[src/rtl/pcs_am_pkg.sv]
// Shared constants for the 100GbE PCS alignment-marker path.
// Holds the lane count, per-lane AM patterns, AM field constants and FSM states.
package pcs_am_pkg;

    localparam int N_LANES = 20;
    localparam int NB_AM_M = 24;

    localparam logic [1:0] AM_SYNC          = 2'b01;
    localparam logic [7:0] BIP3_PLACEHOLDER = 8'h00;
    localparam logic [7:0] BIP7_PLACEHOLDER = 8'hFF;

    // {M0,M1,M2} for each PCS lane, indexed by lane id.
    localparam logic [NB_AM_M-1:0] AM_PATTERN [N_LANES] = '{
        24'hC16821, 24'h9D718E, 24'h594BE8, 24'h4D957B, 24'hF50709,
        24'hDD14C2, 24'h9A4A26, 24'h7B4566, 24'hA02476, 24'h68C9FB,
        24'hFD6C99, 24'hB99155, 24'h5CB9B2, 24'h1AF8BD, 24'h83C7CA,
        24'h3536CD, 24'hC4314C, 24'hADD6B7, 24'h5F662A, 24'hC0F0E5
    };

    typedef enum logic {
        ST_INSERT = 1'b0,
        ST_DATA   = 1'b1
    } am_state_e;

endpackage

[src/rtl/am_pattern_encoder.sv]
// Combinational lane id -> 64-bit alignment-marker payload.
// Ports: lane_id (in), payload (out) = {M0,M1,M2,BIP3,~M0,~M1,~M2,BIP7}.
module am_pattern_encoder
    import pcs_am_pkg::*;
#(
    parameter int NB_LANE_ID = 5
) (
    input  logic [NB_LANE_ID-1:0] lane_id,
    output logic [63:0]           payload
);

    logic [NB_AM_M-1:0] m;

    always_comb begin
        m = '0;
        if (int'(lane_id) < N_LANES) begin
            m = AM_PATTERN[lane_id];
        end
        payload = {m, BIP3_PLACEHOLDER, ~m, BIP7_PLACEHOLDER};
    end

endmodule

[src/rtl/am_inserter.sv]
// TX alignment-marker inserter: every AM period stalls upstream and emits one
// AM per PCS lane in lane order, otherwise forwards accepted blocks.
// Ports: i_clock, i_reset_n (async, active-low), i_valid/i_data/o_ready
// upstream handshake, o_valid/o_data/o_am_flag/o_lane_id registered output.
module am_inserter #(
    parameter int N_LANES    = 20,
    parameter int AM_PERIOD  = 16383,
    parameter int NB_BLOCK   = 66,
    parameter int NB_LANE_ID = $clog2(N_LANES)
) (
    input  logic                  i_clock,
    input  logic                  i_reset_n,
    input  logic                  i_valid,
    input  logic [NB_BLOCK-1:0]   i_data,
    output logic                  o_ready,
    output logic                  o_valid,
    output logic [NB_BLOCK-1:0]   o_data,
    output logic                  o_am_flag,
    output logic [NB_LANE_ID-1:0] o_lane_id
);

    import pcs_am_pkg::*;

    localparam int BLK_W = $clog2(N_LANES * AM_PERIOD);

    localparam logic [BLK_W-1:0] BLK_LAST =
        BLK_W'(N_LANES * AM_PERIOD - 1);
    localparam logic [NB_LANE_ID-1:0] LANE_LAST =
        NB_LANE_ID'(N_LANES - 1);

    am_state_e             state;
    am_state_e             state_nxt;
    logic [NB_LANE_ID-1:0] lane_cnt;
    logic [NB_LANE_ID-1:0] lane_nxt;
    logic [BLK_W-1:0]      blk_cnt;
    logic [BLK_W-1:0]      blk_nxt;

    logic                  valid_nxt;
    logic [NB_BLOCK-1:0]   data_nxt;
    logic                  am_nxt;
    logic [NB_LANE_ID-1:0] lane_id_nxt;

    logic [63:0]           am_payload;
    logic                  accept;

    am_pattern_encoder #(
        .NB_LANE_ID (NB_LANE_ID)
    ) u_enc (
        .lane_id (lane_cnt),
        .payload (am_payload)
    );

    assign o_ready = (state == ST_DATA);
    assign accept  = i_valid && o_ready;

    always_comb begin
        state_nxt   = state;
        lane_nxt    = lane_cnt;
        blk_nxt     = blk_cnt;
        valid_nxt   = 1'b0;
        data_nxt    = '0;
        am_nxt      = 1'b0;
        lane_id_nxt = '0;
        unique case (state)
            ST_INSERT: begin
                valid_nxt   = 1'b1;
                data_nxt    = {AM_SYNC, am_payload};
                am_nxt      = 1'b1;
                lane_id_nxt = lane_cnt;
                if (lane_cnt == LANE_LAST) begin
                    state_nxt = ST_DATA;
                    lane_nxt  = '0;
                    blk_nxt   = '0;
                end else begin
                    lane_nxt = lane_cnt + 1'b1;
                end
            end
            ST_DATA: begin
                if (accept) begin
                    valid_nxt = 1'b1;
                    data_nxt  = i_data;
                    // Equality compare: the counter never wraps on its own.
                    if (blk_cnt == BLK_LAST) begin
                        state_nxt = ST_INSERT;
                        blk_nxt   = '0;
                    end else begin
                        blk_nxt = blk_cnt + 1'b1;
                    end
                end
            end
            default: begin
                state_nxt = ST_INSERT;
            end
        endcase
    end

    always_ff @(posedge i_clock or negedge i_reset_n) begin
        if (!i_reset_n) begin
            state     <= ST_INSERT;
            lane_cnt  <= '0;
            blk_cnt   <= '0;
            o_valid   <= 1'b0;
            o_data    <= '0;
            o_am_flag <= 1'b0;
            o_lane_id <= '0;
        end else begin
            state     <= state_nxt;
            lane_cnt  <= lane_nxt;
            blk_cnt   <= blk_nxt;
            o_valid   <= valid_nxt;
            o_data    <= data_nxt;
            o_am_flag <= am_nxt;
            o_lane_id <= lane_id_nxt;
        end
    end

endmodule

[config.mk]
export PLATFORM = sky130hd
export DESIGN_NAME = am_inserter
export DESIGN_NICKNAME = d
export VERILOG_FILES = /design/src/rtl/pcs_am_pkg.sv /design/src/rtl/am_pattern_encoder.sv /design/src/rtl/am_inserter.sv
export SDC_FILE = /design/constraint.sdc
export NUM_CORES = 1
export LEC_CHECK = 0
export CAP_MARGIN = 20
export CELL_PAD_IN_SITES_DETAIL_PLACEMENT = 1
export CELL_PAD_IN_SITES_GLOBAL_PLACEMENT = 2
export CORE_ASPECT_RATIO = 0.5
export CORE_MARGIN = 8
export CORE_UTILIZATION = 30
export CTS_BUF_LIST = sky130_fd_sc_hd__clkbuf_8 sky130_fd_sc_hd__clkbuf_16
export CTS_CLUSTER_SIZE = 10
export DETAILED_ROUTE_END_ITERATION = 12
export GPL_TIMING_DRIVEN = 1
export PLACE_DENSITY = 0.88
export SYNTH_ARGS = -nofsm -noshare
export SYNTH_HDL_FRONTEND = slang
export SYNTH_SLANG_ARGS = --single-unit
[constraint.sdc]
create_clock -name i_clock -period 3.6 [get_ports i_clock]
set_input_delay 1.08 -clock i_clock [delete_from_list [all_inputs] [get_ports i_clock]]
set_output_delay 1.08 -clock i_clock [all_outputs]
set_load 0.1 [all_outputs]
# ---- After elaboration in Yosys (flattened, before gate mapping)
# Memory sizes are Yosys's and may differ from the RTL's.
# Index checks and enable logic that the tools add are counted.
dict set report word_totals {
  reg_bits 98
  n_memories 1
  mem_bits_ro 768
  word_cells 39
  latch_bits 0
  ramBits 0
  output_inout_bits 74
  inputBits 69
}
dict set report op_classes {
  reduce_logical 2
  order_cmp 2
  bitwise 3
  addsub 2
  eq_ne 4
  n_mux 18
  shifts 0
  n_div 0
  n_mul 0
}
# memory depth width read_ports rd_clocked_by_memory_dff write_ports line_no
set memory_table {}
lappend memory_table {{(no name shown)} 32 24 1 0 0 am_pattern_encoder.sv:17} ;# m = AM_PATTERN[lane_id];
# op count
set op_table {}
lappend op_table {{66-bit case mux with 2 select lines} 1}
lappend op_table {{24-bit two-way mux} 3}
lappend op_table {{66-bit two-way mux} 1}
lappend op_table {{19-bit two-way mux} 3}
lappend op_table {{19-bit case mux with 2 select lines} 1}
lappend op_table {{24-bit inverter} 1}
lappend op_table {{19-bit by 1-bit adder with 19-bit output, second input constant} 1}
lappend op_table {{19-bit equality test, second input constant} 1}
lappend op_table {{5-bit two-way mux} 2}
lappend op_table {{6-bit >= comparator, second input constant} 1}
lappend op_table {{5-bit inverter with 6-bit output} 1}
lappend op_table {{5-bit by 1-bit adder with 5-bit output, second input constant} 1}
lappend op_table {{5-bit equality test, second input constant} 1}
lappend op_table {{5-bit < comparator, second input constant} 1}
lappend op_table {{1-bit two-way mux} 5}
lappend op_table {{1-bit case mux with 2 select lines} 2}
lappend op_table {{2-bit by 1-bit != test with 1-bit output, second input constant} 1}
lappend op_table {{2-bit != test, second input constant} 1}
lappend op_table {{2-bit AND reduction} 1}
lappend op_table {{1-bit logical AND} 1}
lappend op_table {{1-bit inverter} 1}

# ---- Logic depth before layout (Yosys ltp)
# Gate-level depths: netlist (run 1).
dict set report logic_depth {
  ltp_word 7
  depth_mapped 8
  mapped_depth_nobuf 7
}

# ---- Cells and area by module
# Synthesis (run 1) repeated with hierarchy kept, for this count alone.
dict set report hier_totals {
  hier_cells 504
  area_unflattened_um2 5330.1
}
# module n_inst cells_each seq_area_each_um2 area_per_inst_um2
set modules_own_cells {}
lappend modules_own_cells {am_inserter 1 309 2452.4 3917.5}
lappend modules_own_cells {am_pattern_encoder 1 195 0.0 1412.6}

# ---- Worst setup path before layout (run 1)
# Ideal clock, no wire load.
dict set report synth_path {
  path_kind {in2reg}
  startpoint {input port i_valid}
  endpoint {register blk_cnt[5]}
  setup_time_ns 0.116
  path_buffers 3
  arrival_time_ns 2.160
  setup_slack_ns 1.325
  required_time_ns 3.484
  stages 6
  path_cell_list {clkbuf_1 -> and2_1 -> clkbuf_1 -> clkbuf_1 -> nand4_1 -> o311ai_0}
}
dict set report synth_between {
  elab_chain_len 3
}
# element line_no
set synth_rtl {}
lappend synth_rtl {{from (decl)} am_inserter.sv:13} ;# input logic i_valid,
lappend synth_rtl {{1-bit logical AND} am_inserter.sv:54} ;# assign accept = i_valid && o_ready;
lappend synth_rtl {{2-bit by 1-bit != test with 1-bit output (no source line)} n/a}
lappend synth_rtl {{2-bit AND reduction (no source line)} n/a}
lappend synth_rtl {{to (signal assigned)} am_inserter.sv:109} ;# blk_cnt <= blk_nxt;
lappend synth_rtl {{to (decl)} am_inserter.sv:35} ;# logic [BLK_W-1:0] blk_cnt;
# Every way passes these cells.
# A chain may end at the register's enable or synchronous reset.

# ---- Final worst setup path (run 1)
dict set report layout_path {
  startpoint {input port i_valid}
  endpoint {register blk_cnt[10]}
}
# The elaborated chain is that of the path after synthesis.

==> metrics.md, run 1 <==
| Metric | Value |
|---|---|
| Status | `finished, final reports clean` |
| Crit path required time | `3820 ps` |
| Comb pwr share | `19.5%` |
| RSZ-0062 raised after global routing | `false` |
| Initial antenna violation count | `0` |
| Psw | `0.883 mW` |
| Worst setup path class | `input port to register` |
| # DRC | `0` |
| Clock Tree Root | `clkbuf_16` |
| Ys Warns | `0` |
| Storage element area | `2450 um2` |
| Switch share | `30.4%` |
| Syn Area/Cell | `between 9 and 10 um2` |
| Initial DRT Pass Iterations | `4` |
| Max_slew headroom | `36.2%` |
| Total CTS buffers | `9` |
| Leakage power | `3.08 nW` |
| DP HPWL | `around 12000 um` |
| P per Cell Area | `449 nW/um2` |
| Core area | `15300 um2` |
| Hold path startpoint | `blk_cnt[14]$_DFFE_PN0P_` |
| Async S/R FF share, synth | `100%` |
| Final setup vio count | `0` |
| Htree depth | `3` |
| Tcrit/Tclk final | `75.7%` |
| ANT nets after route | `0` |
| Tot GR Track Use | `16.1%` |
| Remaining Overflow, GRT | `0` |
| RR Startpoint | `lane_cnt[0]$_DFFE_PN0N_` |
| RePlAce Congestion | `0.787` |
| Vert. Die Dim | `104 um` |
| Sequential area share after synthesis | `52.8%` |
| I/O pin count | `143` |
| CP cell instances | `clkdlybuf4s50_1 > nand2b_1 > a21boi_0 > nand4_1 > xor2_1 > nor2_1` |
| Area growth syn-to-layout | `39.3%` |
| CTS tree | `done` |
| Setup repair bufs after CTS | `0` |
| Final Max Slew Viols | `0` |
| Post-synth top area cell | `dfrtp_1` |
| Worst setup EP type | `register` |
| Hold_ws | `528 ps` |
| Worst Tran Pin Value | `between 900 and 1000 ps` |
| Final Hold Violating Endpoints | `0` |
| Clk_skew | `around 11 ps` |
| CP peak stage delay | `620 ps` |
| Syn Nets | `555` |
| Vias in the first global route | `4318` |
| Setup Total Neg Slack | `0 ps` |
| Num rows | `32` |
| Worst Path Arrival | `a little under 3000 ps` |
| Final min period | `roughly 2700 ps` |
| Number of synthesized flops with an enable pin | `0` |
| Fmax | `about 370 MHz` |
| Syn Inst Count | `476` |
| Total number of vias | `4150` |
| Layout cells sized above 1 | `19.5%` |
| Skew-Pair Late Insertion Delay | `340 ps` |
| Initial Util | `30.4%` |
| Post-synthesis adder-cell area fraction | `2.69%` |
| Worst Hold Class | `register to register` |
| DIE WIDTH | `192 um` |
| DRT iter0 DRCs | `314` |
| Post-synthesis compound-gate area fraction | `18.5%` |
| Top-area cell type share of the netlist area | `between 50 and 60%` |
| Flops & latches, synth | `98` |
| Crit path max fanout | `7` |
| Cts repair resizes | `0` |
| Max Cap Violations | `0` |
| Simple-Gate Fraction of Synth Area | `between 10% and 20%` |
| Routed length per instance | `19.7 um` |
| Largest net degree at the start of global routing | `59` |
| RR Endpoint | `o_data[8]$_DFF_PN0_` |
| Post-synthesis xor/xnor area fraction | `1.32%` |
| Die Area | `approximately 20000 um2` |
| Fillers | `approximately 1800` |
| Clock transition at path regs | `70 ps` |
| Crit path max-delay cell type | `clkdlybuf4s50_1` |
| N_diodes | `0` |
| Sequential Power Share | `a little over two fifths` |
| Clk buf depth | `2` |
| Kind of cell adding the most delay to the critical path | `buffers and inverters` |
| Post-synthesis instance area | `roughly 4600 um2` |
| First-pass GRT wire length | `25600 um` |
| CTS Sinks | `98` |
| Area of the multi-input gates | `between 2000 and 2500 um2` |
| Main combinational cell family by area after synthesis | `simple AND/OR/NAND/NOR gates` |
| Hold Path Stages | `1` |
| CP bufs+invs | `1` |
| Reg2reg setup slack | `1130 ps` |
| Vias per cell | `5.06` |
| Yosys cell types | `60` |
| Hold-fix buffers, CTS | `0` |
| Total routed wirelength | `16200 um` |
| Crit path launch | `i_valid` |
| Largest cells by area after synthesis | `dfrtp_1, nand2_1, a21oi_1` |
| Top FF cell, synth | `dfrtp_1` |
| Port Buffers | `142` |
| Worst VDD drop | `0.219 mV` |
| Mux share of post-synthesis cell area | `between 1.5 and 2%` |
| Worst reg-to-reg path cell count | `8` |
| NumNets Final | `690` |
| Hold Crit Endpoint | `blk_cnt[14]$_DFFE_PN0P_` |
| Worst Setup Start Kind | `input port` |
| Clock power frac | `38.9%` |
| Internal Power | `2.02 mW` |
registers in the layout, summed over array words and instances, names as in the netlist:
name / cells
o_data: 66
blk_cnt: 19
lane_cnt: 5
o_lane_id: 5
o_am_flag: 1
o_ready: 1
o_valid: 1
placed cells by master, fill, tap and decap left out, types with 12 or more instances in the layout:
cell type,netlist,routed
nand3_1,19,19
clkdlybuf4s50_1,0,67
o21ai_0,24,24
nand2_1,82,82
a21oi_1,31,31
a21o_1,14,14
and3_1,12,12
nor2_1,29,29
dfrtp_1,98,97
buf_4,0,89
cell families (layout without fill, tap and decap cells):
kind of cell             Yosys count  in the layout
AND/OR/NAND/NOR                  181            181
AO/OA/AOI/OAI                    128            128
XOR/XNOR                           7              7
adder cells (fa/ha/maj)           10             10
flip-flops                        98             98
buffers and inverters             45            185
multiplexers                       7              7
power groups by stage:
stage | logic [mW] | registers (mW) | clock network [mW]
floorplan | 0.0821 | 1.50 | 0
global placement | 0.561 | 1.23 | 0
detailed placement | 0.569 | 1.23 | 0
CTS | 0.573 | 1.21 | 1.15
global route | 0.593 | 1.21 | 1.20
finish | 0.567 | 1.21 | 1.13
cells in the mapped netlist (10+ instances only):
cell / number
dfrtp_1: 98
nand2_1: 82
a21oi_1: 31
nor2_1: 29
o21ai_0: 24
clkbuf_1: 19
nand3_1: 19
a21o_1: 14
and3_1: 12
ha_1: 10
inv_1: 10
per-stage QoR:
| stage | total power [mW] | cells | cell area, um2 | util, % | setup slack [ps] |
|---|---|---|---|---|---|
| finish | 2.90 | 820 | 6470 | 42.3 | 873 |
| global route | 3.01 | 820 | 6470 | 42.3 | 826 |
| CTS | 2.93 | 820 | 6470 | 42.3 | 907 |
| detailed placement | 1.80 | 804 | 6120 | 40.0 | 573 |
| global placement | 1.79 | 804 | 6120 | 40.0 | 664 |
| floorplan | 1.58 | 476 | 4650 | - | 1320 |
final cells by class:
cell class,count,share of cell area (%)
clock buffer,10,3.69
inverter,12,0.696
multi-input combinational,333,31.1
clock inverter,6,1.72
tap,204,3.94
sequential,98,37.9
timing repair buffer,157,21.0
layer usage:
layer  global-route usage [%]  wire length, um  vias up
met3                     2.95              466       13
met2                     27.8             8380       55
li1                         -                -     1947
met5                        0                0        -
met4                     3.96              197        0
met1                     20.5             7140     2135
how the worst max path moves through the flow:
stage / end / slack (ps) / depth (start not counted)
finish: blk_cnt[10]$_DFFE_PN0P_ / 870 / 6
global route: blk_cnt[3]$_DFFE_PN0P_ / 830 / 6
CTS: blk_cnt[10]$_DFFE_PN0P_ / 910 / 6
detailed placement: blk_cnt[10]$_DFFE_PN0P_ / 570 / 6
global placement: blk_cnt[10]$_DFFE_PN0P_ / 660 / 6
floorplan: blk_cnt[5]$_DFFE_PN0P_ / 1320 / 6
Note: power is estimated with default switching activity, not from simulation.
==> run 2, diff against run 1 <==
Settings changed: CORE_UTILIZATION 30 to 28, PLACE_DENSITY 0.88 to 0.83.
Clock period 3.6 ns to 2.75 ns, I/O delays scaled along.
==> run 2 against run 1 <==
Effect of this change: utilization down 2.2 points; hold slack worse by 77 ps; clock-buffer cell count unchanged; register-to-register slack worse by 440 ps; non-clock buffer count up 10; design area up 1.1%; die area up 6.3%; final cell count up 4.0%; first-iteration DRC count down 22%; combinational power up 30%; clock skew up 6.4 ps; sequential share of layout area down 0.42 points.
==> metrics.md, run 2 (same netlist as run 1, synthesis figures left out) <==
| Metric | Value |
|---|---|
| Status | `finished, final reports clean` |
| Worst reg-to-reg path cell count | `7` |
| Clock Tree Root | `clkbuf_16` |
| RePlAce Congestion | `roughly 0.85` |
| Top Registers | `o_data (66), blk_cnt (19)` |
| Worst Hold Class | `input port to async pin` |
| Tcrit/Tclk final | `76.8%` |
| Vias per cell | `4.91` |
| # DRC | `0` |
| Remaining Overflow, GRT | `0` |
| I/O pin count | `roughly 140` |
| CP cell instances | `buf_4 > buf_12` |
| Core area | `16300 um2` |
| Max Cap Violations | `0` |
| Area growth syn-to-layout | `40.9%` |
| Tot GR Track Use | `between 10% and 20%` |
| Clk_skew | `17.0 ps` |
| Clk buf depth | `2` |
| Biggest register | `o_data` |
| Reg2reg setup slack | `690 ps` |
| Commonest non-fill, non-tap cells in the layout | `buf_4, dfrtp_1, nand2_1` |
| Total routed wirelength | `about 16000 um` |
| Number of flip-flops in the largest register | `66` |
| Fillers | `1870` |
| Setup Total Neg Slack | `0 ps` |
| Initial DRT Pass Iterations | `4` |
| Final Max Slew Viols | `0` |
| Layout cells sized above 1 | `20.9%` |
| Worst Setup Start Kind | `register` |
| Final setup vio count | `0` |
| Final Hold Violating Endpoints | `0` |
| Largest net degree at the start of global routing | `38` |
| Die Area | `between 20000 and 25000 um2` |
| DP HPWL | `around 12000 um` |
| Inst Count DP | `837` |
| Worst Path Arrival | `1290 ps` |
| Worst Tran Pin Value | `505 ps` |
| Setup repair bufs after CTS | `0` |
| Crit path required time | `1930 ps` |
| First-pass GRT wire length | `25900 um` |
| Vert. Die Dim | `107 um` |
| NumNets Final | `700` |
| Final min period | `2110 ps` |
| Num rows | `33` |
| Fmax | `474 MHz` |
| DRT iter0 DRCs | `246` |
| Most common cell after layout, fill and taps aside | `buf_4` |
| Total number of vias | `4191` |
| CTS tree | `done` |
| Skew-Pair Late Insertion Delay | `360 ps` |
| RR Startpoint | `lane_cnt[3]$_DFFE_PN0N_` |
| Final Non-Filler Cells | `between 800 and 900` |
| Hold-fix buffers, CTS | `0` |
| Total CTS buffers | `9` |
| DIE WIDTH | `198 um` |
| N_diodes | `0` |
| RSZ-0062 raised after global routing | `false` |
| Htree depth | `3` |
| Leakage power | `between 3 and 4 nW` |
| RR Endpoint | `blk_cnt[9]$_DFFE_PN0P_` |
| Cts repair resizes | `0` |
| P per Cell Area | `558 nW/um2` |
| Crit path launch | `o_ready$_DFF_PN0_` |
| Initial antenna violation count | `0` |
| Clock transition at path regs | `roughly 80 ps` |
| Crit path max fanout | `30` |
| Vias in the first global route | `4537` |
| Worst setup path class | `register to output pin` |
| CP peak stage delay | `about 360 ps` |
| Max_slew headroom | `66.1%` |
| Initial Util | `28.5%` |
| Crit path max-delay cell type | `dfrtp_2` |
| CTS Sinks | `98` |
| Worst VDD drop | `slightly above 0.3 mV` |
| Worst setup EP type | `output pin` |
| Port Buffers | `142` |
| ANT nets after route | `0` |
| Routed length per instance | `18.8 um` |
run 2: final cells by class:
cell class,instances,area (um2),share of cell area (%)
tap,227,284,4.34
clock buffer,10,239,3.65
inverter,12,45.0,0.688
timing repair buffer,167,1440,22.0
clock inverter,6,72.6,1.11
sequential,98,2450,37.5
multi-input combinational,333,2010,30.7
run 2: per-stage QoR:
step / util (%) / hold WS (ps) / area, um2 / power [mW] / setup slack (ps)
finish: 40.1 / 451 / 6550 / 3.65 / 639
global route: 40.1 / 474 / 6550 / 3.80 / 531
CTS: 40.1 / 462 / 6550 / 3.71 / 629
detailed placement: 38.2 / 511 / 6240 / 2.35 / 694
global placement: 38.2 / 496 / 6240 / 2.34 / 734
floorplan: - / 462 / 4650 / 2.07 / 504
run 2: per-layer routing:
| metal | global-route usage [%] | vias up | part of all wire [%] |
|---|---|---|---|
| li1 | - | 1977 | - |
| met1 | 19.4 | 2113 | 44 |
| met2 | 26.3 | 85 | 50 |
| met3 | 3.34 | 16 | 4.3 |
| met4 | 4.13 | 0 | 1.5 |
| met5 | 0 | - | 0 |
run 2: how the worst max path moves through the flow:
stage / to / slack [ps] / cells after the start
floorplan: blk_cnt[17]$_DFFE_PN0P_ / 500 / 5
global placement: blk_cnt[13]$_DFFE_PN0P_ / 730 / 6
detailed placement: blk_cnt[9]$_DFFE_PN0P_ / 690 / 7
CTS: o_ready / 630 / 2
global route: blk_cnt[13]$_DFFE_PN0P_ / 530 / 6
finish: o_ready / 640 / 2
run 2: worst max-delay path: cells and delay by family, from the launching register on:
| family | cells | cell delay (ps) |
|---|---|---|
| buffers and inverters | 2 | 570 |
| DFF | 1 | 360 |
run 2: where the power goes:
part | total, mW | internal, mW | switching (mW)
logic | 0.736 | 0.214 | 0.522
registers | 1.58 | 1.52 | 0.0646
clock network | 1.34 | 0.741 | 0.597
total | 3.65 | 2.47 | 1.18
==> run 3, diff against run 2 <==
Clock period 2.75 ns to 2 ns, I/O delays scaled along.
==> run 3 against run 2 <==
Effect of this change: utilization grew 8.2 points; routed wire length rose by 17%; final cell count grew 4.9%; register-to-register slack got worse by 650 ps.
==> metrics.md, run 3 (same netlist as run 1, synthesis figures left out) <==
| Metric | Value |
|---|---|
| Total routed wirelength | `18700 um` |
| Vert. Die Dim | `107 um` |
| Crit path required time | `2240 ps` |
| Clock Tree Root | `clkbuf_16` |
| Most common cell after layout, fill and taps aside | `dfrtp_1` |
| Final min period | `1960 ps` |
| Final Max Slew Viols | `0` |
| Placement Setup Slack | `-188 ps` |
| Worst Setup Start Kind | `register` |
| Final worst slack | `between 40 and 50 ps` |
| Initial DRT Pass Iterations | `5` |
| Htree depth | `3` |
| Total CTS buffers | `9` |
| Tcrit/Tclk final | `97.9%` |
| Port Buffers | `between 100 and 150` |
| RePlAce Congestion | `0.898` |
| DP HPWL | `14200 um` |
| Max Cap Violations | `0` |
| Post-layout util | `48.3%` |
| Worst Tran Pin Value | `roughly 520 ps` |
| Reg2reg setup slack | `slightly above 40 ps` |
| Remaining Overflow, GRT | `0` |
| Tot GR Track Use | `17.9%` |
| Worst reg-to-reg path cell count | `6` |
| Vias per cell | `5.06` |
| CTS Sinks | `slightly below 100` |
| Layout cells sized above 1 | `between 20 and 30%` |
| Routed length per instance | `roughly 21 um` |
| Clk buf depth | `2` |
| DP Area | `7510 um2` |
| Top Registers | `o_data (66), blk_cnt (19)` |
| Skew-Pair Late Insertion Delay | `350 ps` |
| First-pass GRT wire length | `29400 um` |
| Final setup vio count | `0` |
| Final Hold Violating Endpoints | `0` |
| Max_slew headroom | `65.5%` |
| Crit path max fanout | `15` |
| N_diodes | `0` |
| Num rows | `33` |
| Number of flip-flops in the largest register | `66` |
| Total power | `5.23 mW` |
| Largest net degree at the start of global routing | `48` |
| NumNets Final | `between 700 and 800` |
| Leakage power | `about 3.6 nW` |
| RSZ-0062 raised after global routing | `false` |
| Initial antenna violation count | `0` |
| RR Endpoint | `blk_cnt[13]$_DFFE_PN0P_` |
| Commonest non-fill, non-tap cells in the layout | `dfrtp_1, nand2_1, buf_12` |
| Worst Hold Class | `input port to async pin` |
| Final Cell Area | `7880 um2` |
| Worst VDD drop | `0.427 mV` |
| Worst Path Arrival | `2200 ps` |
| CTS tree | `done` |
| Biggest register | `o_data` |
| Initial Util | `28.5%` |
| Fmax | `511 MHz` |
| RR Startpoint | `blk_cnt[16]$_DFFE_PN0P_` |
| Clock transition at path regs | `80 ps` |
| P per Cell Area | `664 nW/um2` |
| ANT nets after route | `0` |
| I/O pin count | `143` |
| DRT iter0 DRCs | `357` |
| DIE WIDTH | `198 um` |
| Fillers | `roughly 1800` |
| Worst setup EP type | `register` |
| Clk_skew | `11.4 ps` |
| Vias in the first global route | `4922` |
| # DRC | `0` |
| Status | `finished, final reports clean` |
| Total number of vias | `4528` |
| Worst setup path class | `register to register` |
| Die Area | `21200 um2` |
| Area growth syn-to-layout | `69.5%` |
| Core area | `16300 um2` |
## run 3: cell types whose count changed in the layout (fill, tap and decap cells not counted), moves of 2 or more
cell      change
buf_12       +77
buf_4        -36
a21boi_0      -3
a21boi_2      +2
clkinv_2      +2
ha_1          -2
ha_2          +2
inv_8         +2
o21ai_0       -2
## run 3: where the power goes
group | switching [mW] | internal (mW)
clock | 0.863 | 0.907
combinational | 0.758 | 0.507
sequential | 0.108 | 2.09
## run 3: layout make-up
class                      instances  area, um2  area share [%]
tap                              227        284            3.61
timing repair buffer             209       2720            34.6
clock buffer                      10        239            3.03
sequential                        98       2450            31.2
clock inverter                     6       53.8           0.683
multi-input combinational        333       2080            26.4
inverter                          12       46.3           0.588
## run 3: worst max-delay path by stage
stage / start / slack, ps / end / depth (start not counted)
after detailed placement: i_valid / -190 / blk_cnt[12]$_DFFE_PN0P_ / 7
final: blk_cnt[16]$_DFFE_PN0P_ / 40 / blk_cnt[13]$_DFFE_PN0P_ / 6
after CTS: lane_cnt[0]$_DFFE_PN0N_ / 10 / blk_cnt[5]$_DFFE_PN0P_ / 7
after floorplan: o_ready$_DFF_PN0_ / 10 / blk_cnt[17]$_DFFE_PN0P_ / 5
after global routing: blk_cnt[16]$_DFFE_PN0P_ / 2 / blk_cnt[13]$_DFFE_PN0P_ / 6
after global placement: i_valid / -110 / blk_cnt[17]$_DFFE_PN0P_ / 6
## run 3: through the flow
stage | hold WS, ps | std cells | setup TNS [ps]
final | 27.3 | 895 | 0
after global routing | 14.1 | 895 | 0
after CTS | 22.9 | 893 | 0
after detailed placement | 406 | 877 | -2620
after global placement | 405 | 877 | -968
after floorplan | 304 | 476 | 0
## run 3: timing repair
action | in CTS | in global routing
gates cloned | 0 | 1
setup endpoints to repair | 3 | 25
pin swaps | 0 | 1
setup buffers | 0 | 1
resized for setup | 4 | 16
hold buffers | 0 | 0
## run 3: metal layers
| layer | GRT usage [%] | wire length (um) | vias up |
|---|---|---|---|
| li1 | - | - | 2050 |
| met1 | 23.7 | 8280 | 2355 |
| met2 | 29.8 | 9370 | 108 |
| met3 | 3.63 | 821 | 15 |
| met4 | 4.03 | 223 | 0 |
| met5 | 0 | 0 | - |
## run 3: critical path, cell delays in order (launching register included)
cell and delay, ps:
dfrtp_1 390, or4b_4 550, nor4b_4 300, a21oi_2 100, buf_4 200, a41oi_1 240
a31oi_1 60
